### src/rtl/mc_ctrl_fsm.sv
// Multi-cycle FETCH/DECODE/EXEC/MEM/WB sequencer for a shared-memory RV32I datapath.
// Define MC_PERF_CNT_EN to build the cycle and retired-instruction counters.
module mc_ctrl_fsm #(
  parameter int TIMEOUT = 16,
  parameter int CNT_W   = 32
) (
  input  logic             clk,
  input  logic             rstn,
  input  logic             run,
  input  logic [6:0]       Op,
  input  logic [2:0]       Funct3,
  input  logic             imem_ready,
  input  logic             dmem_ready,
  output logic             imem_req,
  output logic             dmem_req,
  output logic             dmem_we,
  output logic             IRWrite,
  output logic             PCWrite,
  output logic             RegWrite,
  output logic [2:0]       state,
  output logic             trap,
  output logic [CNT_W-1:0] cycle_cnt,
  output logic [CNT_W-1:0] instret_cnt
);

  typedef enum logic [2:0] {
    S_IDLE   = 3'd0,
    S_FETCH  = 3'd1,
    S_DECODE = 3'd2,
    S_EXEC   = 3'd3,
    S_MEM    = 3'd4,
    S_WB     = 3'd5,
    S_TRAP   = 3'd6
  } state_t;

  typedef enum logic [1:0] {
    C_ALU    = 2'd0,
    C_LOAD   = 2'd1,
    C_STORE  = 2'd2,
    C_BRANCH = 2'd3
  } cls_t;

  localparam int WAIT_W = $clog2(TIMEOUT + 1);

  state_t              state_q, state_d;
  cls_t                cls_q, cls_d, dec_cls;
  logic [WAIT_W-1:0]   wait_q, wait_d;
  logic                legal, wait_hit;
  logic                ireq, dreq, dwe, irw, pcw, rw;

  always_comb begin
    dec_cls = C_ALU;
    legal   = 1'b1;
    case (Op)
      7'b0110011, 7'b0010011, 7'b0110111, 7'b1101111: dec_cls = C_ALU;
      7'b1100111: legal   = (Funct3 == 3'b000);
      7'b0000011: dec_cls = C_LOAD;
      7'b0100011: dec_cls = C_STORE;
      7'b1100011: dec_cls = C_BRANCH;
      default:    legal   = 1'b0;
    endcase
  end

  // The wait budget expires on the cycle where the TIMEOUT-th unready cycle is seen.
  assign wait_hit = (wait_q == WAIT_W'(TIMEOUT - 1));

  always_comb begin
    state_d = state_q;
    cls_d   = cls_q;
    wait_d  = wait_q;
    ireq    = 1'b0;
    dreq    = 1'b0;
    dwe     = 1'b0;
    irw     = 1'b0;
    pcw     = 1'b0;
    rw      = 1'b0;
    case (state_q)
      S_IDLE: begin
        if (run) begin
          state_d = S_FETCH;
          wait_d  = '0;
        end
      end
      S_FETCH: begin
        ireq = 1'b1;
        if (imem_ready) begin
          irw     = 1'b1;
          state_d = S_DECODE;
        end else if (wait_hit) begin
          state_d = S_TRAP;
        end else begin
          wait_d = wait_q + WAIT_W'(1);
        end
      end
      S_DECODE: begin
        cls_d   = dec_cls;
        state_d = legal ? S_EXEC : S_TRAP;
      end
      S_EXEC: begin
        if (cls_q == C_LOAD || cls_q == C_STORE) begin
          state_d = S_MEM;
          wait_d  = '0;
        end else if (cls_q == C_BRANCH) begin
          pcw = 1'b1;
        end else begin
          state_d = S_WB;
        end
      end
      S_MEM: begin
        dreq = 1'b1;
        dwe  = (cls_q == C_STORE);
        if (dmem_ready) begin
          if (cls_q == C_STORE) pcw = 1'b1;
          else                  state_d = S_WB;
        end else if (wait_hit) begin
          state_d = S_TRAP;
        end else begin
          wait_d = wait_q + WAIT_W'(1);
        end
      end
      S_WB: begin
        rw  = 1'b1;
        pcw = 1'b1;
      end
      S_TRAP:  state_d = S_TRAP;
      default: state_d = S_IDLE;
    endcase
    // Every retire path funnels through here to pick the next instruction or stop.
    if (pcw) begin
      state_d = run ? S_FETCH : S_IDLE;
      wait_d  = '0;
    end
  end

  always_ff @(posedge clk) begin
    if (!rstn) begin
      state_q <= S_IDLE;
      cls_q   <= C_ALU;
      wait_q  <= '0;
    end else begin
      state_q <= state_d;
      cls_q   <= cls_d;
      wait_q  <= wait_d;
    end
  end

  // A reset cycle suppresses every request and strobe before the state clears.
  assign imem_req = rstn & ireq;
  assign dmem_req = rstn & dreq;
  assign dmem_we  = rstn & dwe;
  assign IRWrite  = rstn & irw;
  assign PCWrite  = rstn & pcw;
  assign RegWrite = rstn & rw;
  assign state    = state_q;
  assign trap     = (state_q == S_TRAP);

`ifdef MC_PERF_CNT_EN
  always_ff @(posedge clk) begin
    if (!rstn) begin
      cycle_cnt   <= '0;
      instret_cnt <= '0;
    end else begin
      if (state_q != S_IDLE && state_q != S_TRAP) cycle_cnt <= cycle_cnt + CNT_W'(1);
      if (PCWrite) instret_cnt <= instret_cnt + CNT_W'(1);
    end
  end
`else
  assign cycle_cnt   = '0;
  assign instret_cnt = '0;
`endif

endmodule

### config.mk
export PLATFORM = sky130hd
export DESIGN_NAME = mc_ctrl_fsm
export DESIGN_NICKNAME = d
export VERILOG_FILES = /design/src/rtl/mc_ctrl_fsm.sv
export SDC_FILE = /design/constraint.sdc
export NUM_CORES = 1
export LEC_CHECK = 0
export CORE_ASPECT_RATIO = 0.9
export CORE_MARGIN = 3
export CORE_UTILIZATION = 40
export DETAILED_ROUTE_END_ITERATION = 10
export PLACE_DENSITY = 0.87
export SYNTH_ARGS = -nofsm -noshare
export SYNTH_HDL_FRONTEND = slang
export SYNTH_SLANG_ARGS = --single-unit
### constraint.sdc
create_clock -name clk -period 4.75 [get_ports clk]
set_clock_uncertainty 0.05 [all_clocks]
set_input_delay 0.95 -clock clk [delete_from_list [all_inputs] [get_ports clk]]
set_output_delay 0.95 -clock clk [all_outputs]
set_load 0.02 [all_outputs]
# ---- Word-level counts from Yosys, hierarchy flattened
# Cells that the tools add are included.
dict set report word_totals {
  elab_cells 75
  latch_bits 0
  n_memories 0
  inputBits 15
  out_inout_bits 74
  ff_bits 10
  romBits 0
  ram_bits 0
}
dict set report classes {
  order_cmp 0
  n_shift 0
  div_mod_pow 0
  n_mul 0
  n_mux 30
  eq_ne 26
  reduce_logical 8
  addsub 1
  n_bitwise 7
}
# op n
set op_table {}
lappend op_table {{$mux 3} 9}
lappend op_table {{$mux 5} 5}
lappend op_table {{$eq 7x6->1 const B} 3}
lappend op_table {{$eq 7x7->1 const B} 3}
lappend op_table {{$pmux 3 s7} 1}
lappend op_table {{$pmux 5 s4} 1}
lappend op_table {{$mux 1} 11}
lappend op_table {{$ne 2x2->1 const B} 5}
lappend op_table {{$eq 3x3->1 const B} 3}
lappend op_table {{$ne 4x4->1 const B} 2}
lappend op_table {{$eq 7x2->1 const B} 1}
lappend op_table {{$eq 7x5->1 const B} 1}
lappend op_table {{$reduce_or 7->1} 1}
lappend op_table {{$and 1x1->1} 6}
lappend op_table {{$eq 3x2->1 const B} 2}
lappend op_table {{$logic_not 3->1} 2}
lappend op_table {{$pmux 2 s3} 1}
lappend op_table {{$add 5x1->5 const B} 1}
lappend op_table {{$eq 5x4->1 const B} 1}
lappend op_table {{$reduce_and 5->1} 1}
lappend op_table {{$eq 2x2->1 const B} 2}
lappend op_table {{$reduce_and 4->1} 1}
lappend op_table {{$reduce_bool 4->1} 1}
lappend op_table {{$eq 3x1->1 const B} 1}
lappend op_table {{7 further kinds} 7}

# ---- Longest topological paths before layout
dict set report logic_depth {
  ltp_word 6
  ltp_mapped 7
  ltp_nobuf 7
}

# ---- Worst setup path after synthesis
# Ideal clock, no wire load.
dict set report synth_timing {
  path_type {input -> output}
  start {in rstn}
  end {out IRWrite}
  setup_slack_ns 2.044
  path_stages 2
  t_arrival_ns 1.706
  t_required_ns 3.750
  path_buffers 0
  cell_sequence {inv_1 -> nor4_1}
}
dict set report synth_between {
  elab_chain_len 1
}
# item line
set synth_lines {}
lappend synth_lines {{start: declaration} 8} ;# input logic rstn,
lappend synth_lines {{$and 1x1->1} 151} ;# assign IRWrite = rstn & irw;
lappend synth_lines {{end: declaration} 17} ;# output logic IRWrite,
# No other way between the ends.

# ---- Final worst setup path
# Ends and elaborated chain as after synthesis.

==> results.cfg <==
[setup_path]
cpMostUsedCell = clkdlybuf4s50_1
start_kind = primary input
cp_cell_sequence = clkdlybuf4s50_1, inv_1, nor4_1, clkdlybuf4s50_1
r2r_start = wait_q[0]$_SDFFE_PP0P_
crit_fanout = 6
required_ps = 3750
rr_worst_depth = 7
cpMaxStageDelayCell = clkdlybuf4s50_1
cp_num_buf_inv = 3
critPathKind = primary input to output port
slowest_delay_ps = 650
crit_family = buffers and inverters
crit_arrival_ps = 2520
rr_endpoint = wait_q[2]$_SDFFE_PP0P_
rrSetupSlack_ps = 2670
worstSetupEndpointType = output port

[yosys]
synth_edf_count = 0
yosys-top-cells-area = buf_4 (35%), dfxtp_1 (14%), ha_1 (4.5%), mux2i_1 (2.8%), nand4_1 (2.7%)
postSynthCellCount = 181
ys_async_sr_fraction_pct = 0
synthFlopType = dfxtp_1
yosysWarningCount = 0
mappedNetlistArea_um2 = 1410
synth_sequential_area_ratio_pct = 14.2
synthDistinctLibCells = 43
syn-mean-instance-area_um2 = 7.76
synth_seq_cells = 10
yosysTopAreaCell = buf_4
synth_top_cell_area_share_pct = 34.7

[grt]
grt_pass1_vias = 918
grt_overflow_total = 0
track_usage_pct = 11.6
antenna_found_initial = 0
grt_max_degree = 26
grt_pass1_wl_um = 3930

[clocking]
clockBufferDepth = 2
cts.sinks = 10
clk_pin_slew_ps = 50
worstSkewPairLatency_ps = 240
root_buffer = clkbuf_8
cts_tree = yes
h-tree-depth = 1
postCtsSetupBuffers = 0
cts_made_buffers = 3
cts_hold_buffers = 0
post_cts_resized = 0

[final_layout]
area_growth_syn_to_layout_pct = 5.25
drive_above_1_share_pct = 7.43
final_cell_mix = conb_1 (64), clkdlybuf4s50_1 (24), dfxtp_1 (10)
final_net_count = 223
final_common_cell = conb_1
antenna_cells = 0

[sta]
holdWs_ps = 432
worstMarginPinSlew_ps = 714
finalCritPeriodShare_pct = 74.2
rsz0062_at_grt = no
hold_viol_final = 0
max_slew_margin_pct = 52.3
clock.fmax_mhz = 284
setup-tns-final_ps = 0
slew_violations = 0
fin_crit_ps = 3520
finalSetupViolations = 0

[floorplan]
die_width_um = 68.5
die_h_um = 62.2
fp-row-count = 19
die_area_um2 = 4260
boundaryPins = 89
start_util_pct = 43.8
core-area_um2 = 3210

[drt]
ant_nets = 0
drc_errors = 0
vias = 1102
vias_per_cell = 4.52
wl_um = 2690
wire_per_inst_um = 11.0
drt_iter0_markers = 103
drtPass1Iterations = 4

[power_and_ir_drop]
max-vdd-ir-drop_mv = 0.0929
power_leakage_nw = 0.648
p_per_area_nw_per_um2 = 223

[place]
io_buffers = 24
place_hpwl_um = 2160
place.gp.congestion = 0.816

[worst_hold_path]
min_to = wait_q[3]$_SDFFE_PP0P_
hp-start = wait_q[3]$_SDFFE_PP0P_
hp-class = register to register
holdPathStages = 2

[status]
status = finished, final reports clean

[run]
drv_cap = 0
[tightest hold or removal path: cells and delay by family (launching register included)]
| kind | cells | cell delay [ps] |
|---|---|---|
| DFF | 1 | 310 |
| muxes | 1 | 60 |
| and+or+nand+nor | 1 | 60 |
[registers in the layout, summed over array words and instances, names as in the netlist]
signal and flops:
cls_q 2, state 3, wait_q 5
[stage by stage]
stage	cells	power [W]	utilization [%]	instance area (um2)	setup slack [ps]
final	244	0.000329	46.1	1480	1230
after global routing	244	0.000345	46.1	1480	1150
after CTS	244	0.000329	46.1	1480	1230
after detailed placement	240	0.000220	44.4	1420	1250
after global placement	240	0.000217	44.4	1420	1260
after floorplan	244	0.000232	-	1640	2040
[cell families after synthesis]
group                      after synthesis  synth area share (%)
DFF                                     10                  14.2
and+or+nand+nor                         57                  24.0
AOI/OAI and AO/OA                       25                  14.8
buffers and inverters                   78                  38.7
muxes                                    4                  2.85
xor gates and xnor gates                 1                 0.623
adders and majority gates                5                  4.45
other                                    1                 0.267
[metal layers]
metal / GRT usage, % / up-vias / share of wire (%)
met3: 1.80 / 5 / 9.7
li1: - / 549 / -
met5: 0 / - / 0
met4: 5.96 / 0 / 1.7
met1: 13.5 / 488 / 41
met2: 19.8 / 60 / 48
[final cells by class]
cell class | instances | area [um2]
fill | 316 | 1730
multi-input combinational | 156 | 897
timing repair buffer | 25 | 248
sequential | 10 | 200
clock buffer | 4 | 55.1
tap | 42 | 52.6
inverter | 7 | 26.3
[worst max path at each step]
stage / from / endpoint / slack, ps / depth (start not counted)
floorplan: rstn / IRWrite / 2040 / 2
global placement: rstn / IRWrite / 1260 / 4
finish: rstn / IRWrite / 1230 / 4
CTS: rstn / IRWrite / 1230 / 4
global route: rstn / IRWrite / 1150 / 4
detailed placement: rstn / IRWrite / 1250 / 4
[cell usage after synthesis (2+ instances only)]
master	count
ha_1	5
mux2i_1	4
and4b_1	2
and3_1	2
a211oi_1	4
a2bb2oi_1	2
buf_2	6
nand4b_1	3
nand2_1	9
nand4_1	6
nand2b_1	2
a21oi_1	2
or3_1	2
nor2_1	9
buf_4	65
nor4_1	3
nor3b_1	2
nor2b_1	3
a21oi_2	4
o31a_1	2
dfxtp_1	10
inv_1	6
nor3_1	6
nand3b_1	2
a22oi_1	2
[power by group]
| part | total, W | switching, W | internal [W] |
|---|---|---|---|
| logic | 0.000118 | 0.0000802 | 0.0000380 |
| registers | 0.000102 | 0.0000123 | 0.0000895 |
| clock network | 0.000109 | 0.0000362 | 0.0000731 |
| total | 0.000329 | 0.000129 | 0.000201 |
No activity file was read; power rests on OpenSTA's default activity.
